===== config.mk =====
export PLATFORM = sky130hd
export DESIGN_NAME = serial_subtractor
export DESIGN_NICKNAME = d
export VERILOG_FILES = /design/src/rtl/serial_subtractor.sv
export SDC_FILE = /design/constraint.sdc
export NUM_CORES = 1
export LEC_CHECK = 0
export ABC_AREA = 1
export BUFFER_PORTS_ARGS = -buffer_cell sky130_fd_sc_hd__buf_2
export CAP_MARGIN = 20
export CORE_ASPECT_RATIO = 0.7
export CORE_MARGIN = 2
export CORE_UTILIZATION = 50
export CTS_BUF_LIST = sky130_fd_sc_hd__clkbuf_4 sky130_fd_sc_hd__clkbuf_8 sky130_fd_sc_hd__clkbuf_16
export CTS_CLUSTER_SIZE = 20
export DETAILED_ROUTE_END_ITERATION = 12
export PLACE_DENSITY = 0.71
export RECOVER_POWER = 25
export SYNTH_ARGS = -nofsm -noshare
export SYNTH_HDL_FRONTEND = slang
export SYNTH_SLANG_ARGS = --single-unit

===== constraint.sdc =====
create_clock -name clk_i -period 1.7 [get_ports clk_i]
set_clock_uncertainty 0.15 [all_clocks]
set_input_delay 0.17 -clock clk_i [delete_from_list [all_inputs] [get_ports clk_i]]
set_output_delay 0.17 -clock clk_i [all_outputs]
set_load 0.05 [all_outputs]

===== src/rtl/serial_subtractor.sv =====
// Bit-serial subtractor: computes a - b LSB first through a single borrow flip-flop,
// sequenced by a two-state IDLE/SHIFT controller with a start/busy/done handshake.
//
// state | meaning
// IDLE  | waiting for start_i; results held on diff_o/borrow_o
// SHIFT | one operand bit consumed per clock, WIDTH clocks total
module serial_subtractor #(
   parameter int WIDTH = 8
) (
   input  logic             clk_i,
   input  logic             reset_n_i,
   input  logic             start_i,
   input  logic [WIDTH-1:0] a_i,
   input  logic [WIDTH-1:0] b_i,
   output logic             busy_o,
   output logic             done_o,
   output logic [WIDTH-1:0] diff_o,
   output logic             borrow_o
);

   localparam int CW = $clog2(WIDTH + 1);
   localparam logic [CW-1:0] LAST_BIT = CW'(WIDTH - 1);

   typedef enum logic {
      IDLE  = 1'b0,
      SHIFT = 1'b1
   } state_t;

   state_t           r_state, w_state_nxt;
   logic [WIDTH-1:0] r_a, w_a_nxt;
   logic [WIDTH-1:0] r_b, w_b_nxt;
   logic [WIDTH-1:0] r_acc, w_acc_nxt;
   logic [WIDTH-1:0] r_diff, w_diff_nxt;
   logic [CW-1:0]    r_cnt, w_cnt_nxt;
   logic             r_br, w_br_nxt;
   logic             r_borrow, w_borrow_nxt;
   logic             r_done, w_done_nxt;

   logic             w_d;
   logic             w_br_out;
   logic [WIDTH-1:0] w_acc_shift;

   // Serial ALU: one full-subtractor bit, borrow feeds back through r_br.
   assign w_d         = r_a[0] ^ r_b[0] ^ r_br;
   assign w_br_out    = (~r_a[0] & r_b[0]) | (~(r_a[0] ^ r_b[0]) & r_br);
   assign w_acc_shift = {w_d, r_acc[WIDTH-1:1]};

   always_ff @(posedge clk_i or negedge reset_n_i) begin
      if (!reset_n_i) begin
         r_state  <= IDLE;
         r_a      <= '0;
         r_b      <= '0;
         r_acc    <= '0;
         r_diff   <= '0;
         r_cnt    <= '0;
         r_br     <= 1'b0;
         r_borrow <= 1'b0;
         r_done   <= 1'b0;
      end else begin
         r_state  <= w_state_nxt;
         r_a      <= w_a_nxt;
         r_b      <= w_b_nxt;
         r_acc    <= w_acc_nxt;
         r_diff   <= w_diff_nxt;
         r_cnt    <= w_cnt_nxt;
         r_br     <= w_br_nxt;
         r_borrow <= w_borrow_nxt;
         r_done   <= w_done_nxt;
      end
   end

   always_comb begin
      w_state_nxt  = r_state;
      w_a_nxt      = r_a;
      w_b_nxt      = r_b;
      w_acc_nxt    = r_acc;
      w_diff_nxt   = r_diff;
      w_cnt_nxt    = r_cnt;
      w_br_nxt     = r_br;
      w_borrow_nxt = r_borrow;
      w_done_nxt   = 1'b0;

      case (r_state)
         IDLE: begin
            if (start_i) begin
               w_a_nxt     = a_i;
               w_b_nxt     = b_i;
               w_acc_nxt   = '0;
               w_br_nxt    = 1'b0;
               w_cnt_nxt   = '0;
               w_state_nxt = SHIFT;
            end
         end
         SHIFT: begin
            w_a_nxt   = r_a >> 1;
            w_b_nxt   = r_b >> 1;
            w_acc_nxt = w_acc_shift;
            w_br_nxt  = w_br_out;
            w_cnt_nxt = r_cnt + CW'(1);
            if (r_cnt == LAST_BIT) begin
               // Last bit: publish result in the same edge that shifts it in.
               w_diff_nxt   = w_acc_shift;
               w_borrow_nxt = w_br_out;
               w_done_nxt   = 1'b1;
               w_cnt_nxt    = '0;
               w_state_nxt  = IDLE;
            end
         end
         default: w_state_nxt = IDLE;
      endcase
   end

   assign busy_o   = (r_state == SHIFT);
   assign done_o   = r_done;
   assign diff_o   = r_diff;
   assign borrow_o = r_borrow;

endmodule

* After elaboration in Yosys (flattened, before gate mapping)
Cells that the tools add are included.
Word-level totals: bits of input ports 19, register bits after elaboration 40
Operators by class: muxes and demuxes 16, $add $sub $neg 1, bitwise gates (word level) 8, equality and inequality tests 2, reduce and logical (&&, ||, !) cells 1
Operators with widths (number):
- case mux 8 bit (2 select lines) | 3
- 2-to-1 mux 8 bit | 3
- 2-to-1 mux 4 bit | 2
- case mux 4 bit (2 select lines) | 1
- 2-to-1 mux 1 bit | 5
- adder 4 x 1 -> 4 bit, second input constant | 1
- equality test 4 x 3 -> 1 bit, second input constant | 1
- case mux 1 bit (2 select lines) | 2
- inverter 1 bit | 3
- bitwise AND 1 bit | 2
- != test 2 bit, second input constant | 1
- AND reduction 2 bit | 1
- XOR 1 bit | 2
- OR 1 bit | 1

* Longest topological paths before layout
word-level depth 5, depth in mapped cells 6, depth with buffers taken out 6

* Least setup slack after synthesis
No wires, ideal clock.
path type register to register, start point reg r_state (netlist: busy_o), end point reg r_a[6], clock period less this slack 1538 ps, required time 1426 ps, path buffers 2, data arrival time 1264 ps, stages on the path, launching flop included 6, path slack 162 ps, cells stage by stage dfrtp_1 > buf_4 > inv_2 > buf_2 > nand3_1 > nand3_1
Between the ends: longest elaborated chain between the ends 2, elaborated cells between the ends (all ways) 3, classes of those cells 1 x eq/ne; 1 x mux; 1 x bitwise
RTL lines:
- start: declaration | line 29 | state_t r_state, w_state_nxt;
- start signal: assignment | line 60 | r_state <= w_state_nxt;
- inverter 1 bit
- case mux 8 bit (2 select lines) / != test 2 bit (equally long branches)
- end signal: assignment | line 61 | r_a <= w_a_nxt;
- end: declaration | line 30 | logic [WIDTH-1:0] r_a, w_a_nxt;
Several ways; a longest one is shown, not always the timed one. A chain may end at the register's enable or synchronous reset.

* Worst setup path after layout
start point reg r_state (netlist: busy_o), end point out busy_o
RTL lines:
- end: declaration | line 15 | output logic busy_o,
No word-level cell between the ends.

==> reports/results.tsv <==
stage	metric	value	unit
run_status	outcome	complete, no violations	
routing	dr.first_iter.drc_count	92	
cells_and_area	diodes	0	
placement	portBuffers	29	
power_and_ir_drop	combPwrFrac	0.417	
routing	drc_errors	0	
global_route	grt.total_usage	0.2023	
floorplan	die_h	52.38	um
logic_synthesis	synth.top_cells.by_area	dfrtp_1 (58%), nand2_1 (10%), nand3_1 (8.7%), o21ai_2 (4.7%), o22ai_1 (3.0%)	
logic_synthesis	synth_area	1672	um^2
power_and_ir_drop	p_clk_frac	0.168	
power_and_ir_drop	sw_frac_of_total	0.4309	
logic_synthesis	yosysSeqAreaShare	0.5838	
clock_network	holdBufCountCts	14	
timing	hold_slack	6.696	ps
setup_path	path_max_fanout	6	
hold_path	hp-class	input pin to flip-flop	
timing	fin_crit_sh	0.8892	
timing	worstMarginPinSlew	941.2	ps
routing	firstDrtPassIters	4	
setup_path	r2r_start	r_cnt[0]	
cells_and_area	syn_to_final_growth	23.58	%
setup_path	r2r_end	borrow_o	
setup_path	cpPeakStageDelay	560	ps
global_route	grt_max_degree	40	
setup_path	cp-end-kind	output pin	
timing	max_slew_margin	0.3725	
setup_path	cp_slowest_cell	dfrtp_1	
setup_path	path_buf_inv	1	
logic_synthesis	netlist_instances	170	
cells_and_area	final_util	0.6518	
timing	finalMaxSlewViolations	0	
floorplan	design.core.area	3169	um^2
logic_synthesis	synth_top_family_by_area	simple AND/OR/NAND/NOR gates	
cells_and_area	final_cell_mix	nand2_1 (46), dfrtp_1 (39), nand3_1 (29), buf_2 (29), dlygate4sd3_1 (15)	
timing	fin_crit	1512	ps
setup_path	worst-setup-path-type	flip-flop to output pin	
logic_synthesis	synth_compound_gate_area_share	0.1033	
power_and_ir_drop	seqPwrFrac	0.415	
routing	ant_nets	0	
global_route	antenna_found_initial	0	
power_and_ir_drop	ir_drop	857.8	uV
cells_and_area	layout_commonest_cell	nand2_1	
clock_network	numCtsBuffers	5	
logic_synthesis	syn-num-nets	191	
placement	place_congestion	0.7569	
setup_path	crit_chain	buf_2	
clock_network	insertion_delay	290	ps
floorplan	die_w	73.11	um
logic_synthesis	synth_cell_types	22	
run	cap_viol_max_count	0	
setup_path	worst_r2r_path_depth	6	
routing	wl_per_cell	13.08	um
clock_network	cts_root_buffer	clkbuf_8	
clock_network	cts_sinks	39	
logic_synthesis	yosys.area_share.adder	0.01946	
timing	tns	0	ps
floorplan	start_util	0.5274	
clock_network	post-cts-setup-buffer-count	0	
setup_path	arrival	1190	ps
routing	wl	3308	um
logic_synthesis	synth.top_cell.area_share	0.5838	
timing	hold_viol_final	0	
hold_path	min-delay-start	b_i[6]	
clock_network	cts-resized-gates	0	
cells_and_area	fin_nets	236	
logic_synthesis	synth-simple-area-share	0.2253	
hold_path	holdPathStages	3	
timing	clock.fmax	661.5	MHz
setup_path	cpLargestDelayFamily	flip-flops	
power_and_ir_drop	internal-power	2108	uW
placement	dpl.hpwl	2146	um
timing	grt_setup_unrepaired	no	
clock_network	cts.htree.levels	2	
global_route	gr-total-overflow	0	
floorplan	boundaryPins	30	
timing	setup_viol	0	
logic_synthesis	synth_warnings	0	
logic_synthesis	synthMuxAreaShare	0	
routing	via_per_inst	5.198	
floorplan	fp-row-count	17	
logic_synthesis	yosys.area.top_type	dfrtp_1	
cells_and_area	drive_gt1_frac	0.2465	
setup_path	cp-start-kind	flip-flop	
power_and_ir_drop	p_leak	0.001029	uW
global_route	grt_pass1_vias	1229	
hold_path	hold-path-endpoint	r_b[6]	
clock_network	path_clk_slew	70	ps
logic_synthesis	ys_ff_latch	39	
setup_path	r2r_setup_slack	260	ps
global_route	grt_pass1_wl	5727	um
power_and_ir_drop	power.density	1793	nW/um^2
clock_network	cts_tree	yes	
clock_network	cts.path.max_buffers	2	
floorplan	die_area	3829	um^2
logic_synthesis	synth_xor_area_frac	0.005240	
power_and_ir_drop	switchingPower	1596	uW
setup_path	required	1380	ps
logic_synthesis	syn_area_per_cell	9.833	um^2
routing	vias	1315	
==> power groups by stage <==
stage	Clock [uW]	Sequential, uW	Combinational (uW)
floorplan	0	1910	833
global placement	0	1540	1490
detailed placement	0	1550	1530
CTS	634	1540	1560
global route	672	1590	1710
finish	621	1540	1550
==> metal layers <==
metal,track usage,part of all wire,up-vias
met1,0.2830,0.45,627
met5,0,0,-
met3,0.07115,0.078,2
li1,-,-,647
met2,0.2973,0.47,39
met4,0.05864,0.0063,0
==> through the flow <==
stage,area [um^2],power (uW),std cells,worst slack [ps]
CTS,2058,3735,252,173.2
global route,2066,3970,253,103.4
global placement,1831,3026,231,324.3
floorplan,1672,2741,170,161.7
detailed placement,1831,3087,231,269.0
finish,2066,3703,253,188.4
==> cells in the mapped netlist, drive strengths merged <==
cell and count:
a22o 1, buf 8, dfrtp 39, fa 1
ha 1, inv 15, nand2 48, nand3 29
nand4 1, nor2 3, o211ai 2, o21ai 13
o22ai 8, xnor2 1
==> layout make-up <==
cell class / instances / area (um^2)
Clock buffer: 6 / 82.58
Clock inverter: 1 / 5.005
Fill cell: 256 / 1104
Inverter: 15 / 56.30
Multi-Input combinational cell: 108 / 590.6
Sequential cell: 39 / 975.9
Tap cell: 38 / 47.55
Timing Repair Buffer: 46 / 307.8
==> worst max path at each step <==
stage / startpoint / end / slack (ps) / cells past startpoint
3_5_place_dp: r_cnt[0] / borrow_o / 270 / 6
3_3_place_gp: busy_o / r_b[0] / 320 / 3
6_report: busy_o / busy_o / 190 / 1
2_1_floorplan: busy_o / r_a[6] / 160 / 5
5_1_grt: reset_n_i / r_b[4] / 100 / 3
4_1_cts: busy_o / busy_o / 170 / 1
==> cell families after synthesis <==
family	Yosys count
AND/OR/NAND/NOR	81
flip-flops	39
AO/OA/AOI/OAI	24
buffers and inverters	23
adder cells (fa/ha/maj)	2
XOR/XNOR	1
==> registers in the layout, summed over array words and instances (netlist names) <==
signal	count
diff_o	8
r_acc	7
r_b	8
r_cnt	4
r_br	1
borrow_o	1
done_o	1
r_a	8
busy_o	1
==> tightest hold or removal path, cell delays in order <==
cell and delay (ps):
buf_2 80, nand3_1 70, o211ai_1 90
No activity file was read; power rests on OpenSTA's default activity.
